### src/rtl/config_chain_master_pkg.sv
// Shared word format (fp) and config-chain sequencing types (cfg) used by the
// chain master and by the chain-timing checker.
package fp;
  localparam int WORD_LENGTH = 16;
  typedef logic [WORD_LENGTH-1:0] fpType;
endpackage

package cfg;
  localparam int CFG_CNT_WIDTH = 8;
  typedef enum logic [1:0] {
    IDLE     = 2'd0,
    SETUP    = 2'd1,
    CLK_HIGH = 2'd2,
    CLK_LOW  = 2'd3
  } cfg_state_t;
endpackage

### src/rtl/config_chain_master_if.sv
// Serial config-chain link: one data_clk plus a full-word data bus per stage.
interface config_if;
  logic      data_clk;
  fp::fpType data_in;

  modport master (output data_clk, output data_in);
  modport slave  (input  data_clk, input  data_in);
endinterface

### src/rtl/config_chain_master_phase_timer.sv
// Down-counting phase timer: load restarts a DIV-cycle interval, expire flags
// the last cycle of that interval (terminal count reached).
module cfg_phase_timer
  import cfg::*;
#(
  parameter int unsigned DIV = 2
) (
  input  logic clk,
  input  logic reset,
  input  logic load_i,
  output logic expire_o
);

  localparam logic [CFG_CNT_WIDTH-1:0] LOAD_VAL = CFG_CNT_WIDTH'(DIV - 1);

  logic [CFG_CNT_WIDTH-1:0] cnt_q, cnt_d;

  always_comb begin
    cnt_d = cnt_q;
    if (load_i) begin
      cnt_d = LOAD_VAL;
    end else if (cnt_q != '0) begin
      cnt_d = cnt_q - CFG_CNT_WIDTH'(1);
    end
  end

  always_ff @(posedge clk or negedge reset) begin
    if (!reset) begin
      cnt_q <= '0;
    end else begin
      cnt_q <= cnt_d;
    end
  end

  assign expire_o = (cnt_q == '0);

endmodule

### src/rtl/config_chain_master.sv
// Shifts host words into a config register chain, one data_clk pulse per word,
// and returns the word falling out of the last stage as readback.
//
// state    | meaning
// IDLE     | wr_ready high, waiting for a host word
// SETUP    | data_in settling ahead of the rising data_clk
// CLK_HIGH | data_clk high, chain captures data_in
// CLK_LOW  | data_clk low hold before the next word
module config_chain_master
  import fp::*;
  import cfg::*;
#(
  parameter int unsigned CHAIN_DEPTH = 3,
  parameter int unsigned DIV         = 2
) (
  input  logic                     clk,
  input  logic                     reset,
  input  logic                     wr_valid,
  output logic                     wr_ready,
  input  fpType                    wr_data,
  config_if.master                 cfg_out,
  config_if.slave                  cfg_ret,
  output logic                     rd_valid,
  output fpType                    rd_data,
  output logic                     load_done,
  output logic [CFG_CNT_WIDTH-1:0] word_cnt
);

  localparam logic [CFG_CNT_WIDTH-1:0] LAST_WORD = CFG_CNT_WIDTH'(CHAIN_DEPTH - 1);

  cfg_state_t               state_q, state_d;
  fpType                    data_in_q, data_in_d;
  logic                     data_clk_q, data_clk_d;
  fpType                    rd_data_q, rd_data_d;
  logic                     rd_valid_q, rd_valid_d;
  logic                     load_done_q, load_done_d;
  logic [CFG_CNT_WIDTH-1:0] word_cnt_q, word_cnt_d;
  logic                     timer_load, timer_expire;

  cfg_phase_timer #(.DIV(DIV)) u_phase_timer (
    .clk      (clk),
    .reset    (reset),
    .load_i   (timer_load),
    .expire_o (timer_expire)
  );

  always_ff @(posedge clk or negedge reset) begin
    if (!reset) begin
      state_q     <= IDLE;
      data_in_q   <= '0;
      data_clk_q  <= 1'b0;
      rd_data_q   <= '0;
      rd_valid_q  <= 1'b0;
      load_done_q <= 1'b0;
      word_cnt_q  <= '0;
    end else begin
      state_q     <= state_d;
      data_in_q   <= data_in_d;
      data_clk_q  <= data_clk_d;
      rd_data_q   <= rd_data_d;
      rd_valid_q  <= rd_valid_d;
      load_done_q <= load_done_d;
      word_cnt_q  <= word_cnt_d;
    end
  end

  always_comb begin
    state_d     = state_q;
    data_in_d   = data_in_q;
    data_clk_d  = data_clk_q;
    rd_data_d   = rd_data_q;
    rd_valid_d  = 1'b0;
    load_done_d = 1'b0;
    word_cnt_d  = word_cnt_q;
    unique case (state_q)
      IDLE: begin
        if (wr_valid) begin
          data_in_d = wr_data;
          state_d   = SETUP;
        end
      end
      SETUP: begin
        if (timer_expire) begin
          state_d    = CLK_HIGH;
          data_clk_d = 1'b1;
          // Last stage still holds its pre-shift word on this edge.
          rd_data_d  = cfg_ret.data_in;
          rd_valid_d = 1'b1;
        end
      end
      CLK_HIGH: begin
        if (timer_expire) begin
          state_d    = CLK_LOW;
          data_clk_d = 1'b0;
        end
      end
      CLK_LOW: begin
        if (timer_expire) begin
          state_d = IDLE;
          if (word_cnt_q == LAST_WORD) begin
            word_cnt_d  = '0;
            load_done_d = 1'b1;
          end else begin
            word_cnt_d = word_cnt_q + CFG_CNT_WIDTH'(1);
          end
        end
      end
      default: state_d = IDLE;
    endcase
  end

  always_comb begin
    wr_ready   = (state_q == IDLE);
    timer_load = (state_q == IDLE) ? wr_valid : timer_expire;
  end

  assign cfg_out.data_clk = data_clk_q;
  assign cfg_out.data_in  = data_in_q;
  assign rd_data          = rd_data_q;
  assign rd_valid         = rd_valid_q;
  assign load_done        = load_done_q;
  assign word_cnt         = word_cnt_q;

endmodule

### src/flat_wrapper.sv
// flat-port wrapper written by rule: the top's interface ports become plain ports
module config_chain_master_flat import fp::*; import cfg::*;
#(
  parameter int unsigned CHAIN_DEPTH = 3,
  parameter int unsigned DIV         = 2
)
  (clk, reset, wr_valid, wr_ready, wr_data, rd_valid, rd_data, load_done, word_cnt, cfg_out_data_clk, cfg_out_data_in, cfg_ret_data_clk, cfg_ret_data_in);
  config_if cfg_out_i ();
  config_if cfg_ret_i ();
  input  logic clk;
  input  logic reset;
  input  logic wr_valid;
  output logic wr_ready;
  input  fpType wr_data;
  output logic rd_valid;
  output fpType rd_data;
  output logic load_done;
  output logic [CFG_CNT_WIDTH-1:0] word_cnt;
  output wire logic [$bits(cfg_out_i.data_clk)-1:0] cfg_out_data_clk;
  output wire logic [$bits(cfg_out_i.data_in)-1:0] cfg_out_data_in;
  input wire logic [$bits(cfg_ret_i.data_clk)-1:0] cfg_ret_data_clk;
  input wire logic [$bits(cfg_ret_i.data_in)-1:0] cfg_ret_data_in;
  assign cfg_out_data_clk = cfg_out_i.data_clk;
  assign cfg_out_data_in = cfg_out_i.data_in;
  assign cfg_ret_i.data_clk = cfg_ret_data_clk;
  assign cfg_ret_i.data_in = cfg_ret_data_in;
  config_chain_master #(.CHAIN_DEPTH(CHAIN_DEPTH), .DIV(DIV)) u_core (.clk(clk), .reset(reset), .wr_valid(wr_valid), .wr_ready(wr_ready), .wr_data(wr_data), .cfg_out(cfg_out_i), .cfg_ret(cfg_ret_i), .rd_valid(rd_valid), .rd_data(rd_data), .load_done(load_done), .word_cnt(word_cnt));
endmodule
### config.mk
export PLATFORM = sky130hd
export DESIGN_NAME = config_chain_master_flat
export DESIGN_NICKNAME = d
export VERILOG_FILES = /design/src/rtl/config_chain_master_pkg.sv /design/src/rtl/config_chain_master_if.sv /design/src/rtl/config_chain_master_phase_timer.sv /design/src/rtl/config_chain_master.sv /design/src/flat_wrapper.sv
export SDC_FILE = /design/constraint.sdc
export NUM_CORES = 1
export LEC_CHECK = 0
export BUFFER_PORTS_ARGS = -buffer_cell sky130_fd_sc_hd__buf_2
export CAP_MARGIN = 20
export CORE_ASPECT_RATIO = 1.1
export CORE_MARGIN = 2
export CORE_UTILIZATION = 53
export CTS_CLUSTER_SIZE = 16
export DETAILED_ROUTE_END_ITERATION = 10
export GPL_TIMING_DRIVEN = 0
export PLACE_DENSITY = 0.84
export SETUP_SLACK_MARGIN = 0.2
export SYNTH_ARGS = -nofsm -noshare
export SYNTH_HDL_FRONTEND = slang
export SYNTH_SLANG_ARGS = --single-unit
### constraint.sdc
create_clock -name clk -period 3.2 [get_ports clk]
set_clock_uncertainty 0.05 [all_clocks]
set_input_delay 0.64 -clock clk [delete_from_list [all_inputs] [get_ports clk]]
set_output_delay 0.64 -clock clk [all_outputs]
set_load 0.03 [all_outputs]
-- After elaboration in Yosys (flattened, before gate mapping)
Cells that the tools add are included.
- bits of input ports: 36
- output and inout port bits: 44
- word-level logic and storage cells: 45
- register bits after elaboration: 53
- add/subtract/negate cells: 2
- equality and inequality tests: 8
- multiplexer cells: 17
- reductions and logical operators: 10
- operator list (cell ; number):
    8-bit 2-to-1 mux ; 3
    8-bit by 1-bit adder with 8-bit output, second input constant ; 1
    8-bit by 2-bit == test with 1-bit output, second input constant ; 1
    8-bit logical NOT ; 1
    1-bit 2-to-1 mux ; 8
    2-bit 2-to-1 mux ; 4
    2-bit one-hot mux with 4 select lines ; 1
    8-bit nonzero test ; 1
    8-bit by 1-bit subtractor with 8-bit output, second input constant ; 1
    2-bit by 1-bit inequality test with 1-bit output, second input constant ; 3
    2-bit AND reduction ; 3
    2-bit == test, second input constant ; 2
    4-bit AND reduction ; 1
    2-bit nonzero test ; 2
    3-bit AND reduction ; 1
    2-bit by 1-bit == test with 1-bit output, second input constant ; 1
    2-bit logical NOT ; 1
    2-bit inequality test, second input constant ; 1
    1-bit one-hot mux with 2 select lines ; 1

-- Depth between registers and ports, before layout
- depth after elaboration: 4
- depth in mapped cells: 8
- gate-level depth less buffers: 6

-- By module
Synthesis repeated with hierarchy kept, for this count alone.
- cell total of the unflattened synthesis: 175
- area total of the unflattened synthesis: 2363.5 µm²
- modules (own cells, without submodules) (module ; area an instance (µm²) ; cells each ; times used ; seq. area each (µm²)):
    config_chain_master ; 1925.6 ; 130 ; 1 ; 1126.1
    cfg_phase_timer ; 437.9 ; 45 ; 1 ; 200.2

-- Worst setup path before layout
Ideal clock, no wire load.
- path kind: flip-flop to flip-flop
- start point: reg u_core.u_phase_timer.cnt_q[0]
- end point: reg u_core.rd_data_q[10], in the netlist u_core.rd_data[10]
- path buffers: 2
- slack: 1328 ps
- arrival: 1697 ps
- clock period less this slack: 1872 ps
- cell stages (with the launch flop): 9
- required time: 3025 ps
- library setup time: 125 ps
- path through: dfrtp_1 inv_1 ha_1 nor4b_4 and2_1 buf_4 nand2_4 buf_6 mux2_4
- cells in the longest elaborated chain, start to end: 2
- ends and longest elaborated chain (what ; RTL line ; text):
    start: declaration ; config_chain_master_phase_timer.sv:16 ; logic [CFG_CNT_WIDTH-1:0] cnt_q, cnt_d;
    start signal: assignment ; config_chain_master_phase_timer.sv:31 ; cnt_q <= cnt_d;
    8-bit logical NOT ; config_chain_master_phase_timer.sv:35 ; assign expire_o = (cnt_q == '0);
    2-bit AND reduction (no line) ; n/a ;
    end signal: assignment ; config_chain_master.sv:60 ; rd_data_q <= rd_data_d;
    end: declaration ; config_chain_master.sv:34 ; fpType rd_data_q, rd_data_d;
Every way passes these cells.
A chain may end at the register's enable or synchronous reset.

-- Final worst setup path
- start point: reg u_core.state_q[0]
- end point: out wr_ready
- cells in the longest elaborated chain, start to end: 1
- ends and longest elaborated chain (what ; RTL line ; text):
    start: declaration ; config_chain_master.sv:31 ; cfg_state_t state_q, state_d;
    start signal: assignment ; config_chain_master.sv:57 ; state_q <= state_d;
    2-bit logical NOT ; config_chain_master.sv:113 ; wr_ready = (state_q == IDLE);
    end: declaration ; flat_wrapper.sv:13 ; output logic wr_ready;
Every way passes these cells.

==> impl_metrics.csv <==
group,metric,value,unit
synth,synth_fa_ha_area_frac,0.0424,
critical_path,ff2ff_path_depth,4,
detailed_routing,postRouteAntennaNets,0,
synth,avgSynthCellArea,11.1,µm²
grt,grt_max_degree,42,
sta,slew_violations,0,
grt,grt_use_total,0.203,
critical_path,crit_path_max_incr_delay,0.44,ns
synth,synth-simple-area-share,0.193,
sta,fin_ws,1.11,ns
synth,synth_xor_area_frac,0.0223,
clock_tree,cts.sinks,53,
sta,tns,0,ns
detailed_routing,drc_errors,0,
synth,synth-edff-count,0,
grt,grt.overflow.total,0,
clock_tree,cts-root-buf,"clkbuf_8",
sta,setup_viol,0,
detailed_routing,first_pass_iters,4,
synth,yosys-top-cells-area,"dfrtp_1 (56%), nand2_1 (8.9%), mux2_4 (5.7%), ha_1 (4.2%), mux2_2 (3.8%)",
critical_path,cp_data_required_time,2.51,ns
place,place_congestion,0.771,
die,fp.dieArea,0.00500,mm²
critical_path,worst-path-buf-inv,2,
detailed_routing,avgRoutedWirePerCell,13.3,µm
clock_tree,h-tree-depth,2,
grt,grt_antenna_before_repair,0,
place,portBuffers,78,
clock_tree,clk_latency,0.30,ns
sta,slew_headroom,0.657,
synth,ys_ff_latch,53,
synth,synth_top_area_frac,0.562,
cells_and_area,areaGrowthSynthToFinish,24.3,%
synth,synthesis.instances,213,
critical_path,critPathArrivalTime,1.40,ns
clock_tree,post_cts_buffers,0,
synth,ys_warn_count,0,
detailed_routing,vias,1799,
synth,synth_top_family_by_area,"simple AND/OR/NAND/NOR gates",
synth,ys.flop_type,"dfrtp_1",
place,dp_slack,1.14,ns
cells_and_area,fin_cells,354,
clock_tree,path_clk_slew,0.09,ns
cells_and_area,drive_gt1_frac,0.363,
die,ioPinCount,80,
synth,ys_async_sr_fraction,1.00,
synth,ys_types,37,
clock_tree,cts_resized,0,
clock_tree,cts_tree,"yes",
detailed_routing,drt-vias-per-instance,5.08,
place,place_area,0.00284,mm²
critical_path,r2r_setup_slack,1.12,ns
critical_path,rr_startpoint,"u_core.u_phase_timer.cnt_q[4]",
synth,synth_nets,257,
cells_and_area,fin_area,0.00294,mm²
sta,worst_pin_slew,0.511,ns
power_and_ir_drop,peakVddDrop,0.245,mV
critical_path,path_depth,3,
place,placedCellCount,346,
synth,synth_compound_gate_area_share,0.0535,
die,placementRows,25,
die,start_util,0.551,
critical_path,path_cells,"inv_1 > ha_1 > buf_2",
synth,muxShareOfSynthArea,0.0996,
cells_and_area,diodes,0,
sta,fmax,0.479,GHz
clock_tree,hold_buffers,0,
status,status,"completed",
critical_path,crit_path_top_delay_cell,"dfrtp_1",
sta,rsz0062_at_grt,"no",
critical_path,r2r_end,"u_core.state_q[1]",
synth,yosys.area.top_type,"dfrtp_1",
critical_path,start_kind,"flop",
synth,syn_area,0.00236,mm²
clock_tree,numCtsBuffers,5,
cells_and_area,num-fill-cells,322,
hold_path,hp-class,"in -> async",
die,core,0.00429,mm²
power_and_ir_drop,pwr_density_cell,392,mW/mm²
critical_path,critPathTopFamily,"flip-flops",
grt,grt_pass1_wl,7670,µm
cells_and_area,fin_nets,343,
run,timing.max_cap.violations,0,
die,fp.dieH,74,µm
die,die_w,67.6,µm
detailed_routing,routed_wl,4710,µm
critical_path,worst_setup_path_end_kind,"output pin",
critical_path,crit_type,"reg -> out",
sta,finalHoldViolations,0,
critical_path,crit_fanout,8,
detailed_routing,dr.first_iter.drc_count,66,
sta,layout_min_cycle_time,2.09,ns
sta,fin_crit_sh,0.653,
grt,grt_pass1_vias,1735,
place,post-dp-hpwl,3580,µm
synth,ys_seq_area_frac,0.562,
power_and_ir_drop,cellLeakagePower,1.62,nW
clock_tree,clockBufferDepth,2,
==> cell type report <==
cell class	count	area, µm²	area share
Clock buffer	6	82.6	0.0281
Sequential cell	53	1330	0.452
Buffer	6	33.8	0.0115
Inverter	8	30.0	0.0102
Timing Repair Buffer	79	410	0.140
Tap cell	54	67.6	0.0230
Multi-Input combinational cell	146	971	0.331
Clock inverter	2	13.8	0.00469
==> layer usage <==
metal	up-vias	part of all wire	track usage
met4	0	0.011	0.0680
met1	850	0.44	0.265
met2	53	0.49	0.329
met5	-	0	0
met3	6	0.061	0.0560
li1	890	-	-
==> report_power, final <==
part | internal, mW | switching [mW] | leakage, nW
Combinational | 0.0347 | 0.0464 | 0.886
Sequential | 0.679 | 0.00512 | 0.679
Clock | 0.176 | 0.210 | 0.0512
==> synthesized netlist by cell type, types with 2 or more instances <==
master    number
dfrtp_1       53
and3_1         3
clkbuf_1       4
nand4_1        4
ha_1           8
o31ai_1        2
a21oi_1        5
nand2_1       56
a31oi_1        3
nor3_1         3
or3_1          3
nand3b_1       3
nand3_1        4
xor2_1         2
a32o_1         2
xnor2_1        4
nor2_1         9
mux2_2         8
o21ai_0        4
mux2_4         9
inv_1          8
==> worst register-to-register path: cells and delay by family, from the launching register on <==
kind,cells,cell delay [ns]
AND/OR/NAND/NOR,2,0.83
flip-flops,1,0.47
multiplexers,1,0.35
AO/OA/AOI/OAI,1,0.28
==> cells by family (layout without fill, tap and decap cells) <==
group	Yosys count	count (layout)
simple gates	95	95
xor+xnor	6	6
compound gates	19	19
fa+ha+maj	8	8
mux	18	18
buf+inv	14	101
flops	53	53
==> layout by cell type, fill, tap and decap left out, types with 2 or more instances in the layout <==
cell type and instances:
ha_1 8, dfrtp_1 53, a21oi_1 5, mux2_4 9, xnor2_1 4, and3_1 3, mux2_2 8, nand4_1 4
nor3_1 3, a31oi_1 3, nand3b_1 3, nand2_1 56, inv_1 8, nand3_1 4, o31ai_1 2, nor2_1 9
o21ai_0 4, xor2_1 2, clkbuf_8 6, or3_1 3, clkbuf_1 4, buf_2 78, a32o_1 2
==> worst max path at each step <==
stage / endpoint / slack (ns) / start
after global placement: u_core.state_q[1] / 1.13 / u_core.u_phase_timer.cnt_q[0]
final: wr_ready / 1.11 / u_core.state_q[0]
after global routing: u_core.state_q[1] / 0.98 / u_core.u_phase_timer.cnt_q[0]
after floorplan: u_core.rd_data[10] / 1.33 / u_core.u_phase_timer.cnt_q[0]
after CTS: wr_ready / 1.09 / u_core.state_q[0]
after detailed placement: u_core.state_q[1] / 1.14 / u_core.u_phase_timer.cnt_q[0]
==> per-stage QoR <==
step	util	power (mW)	hold slack (ns)
6_report	0.685	1.15	0.167
4_1_cts	0.685	1.16	0.168
3_3_place_gp	0.658	0.775	0.404
5_1_grt	0.685	1.20	0.178
2_1_floorplan	-	0.731	0.294
3_5_place_dp	0.662	0.781	0.412
==> sequential cells by signal, indices dropped and copies added (netlist names) <==
signal	cells
u_core.cfg_out.data_clk	1
u_core.cfg_out.data_in	16
u_core.load_done	1
u_core.rd_data	16
u_core.rd_valid	1
u_core.state_q	2
u_core.u_phase_timer.cnt_q	8
u_core.word_cnt	8
Note: power is estimated with default switching activity, not from simulation.
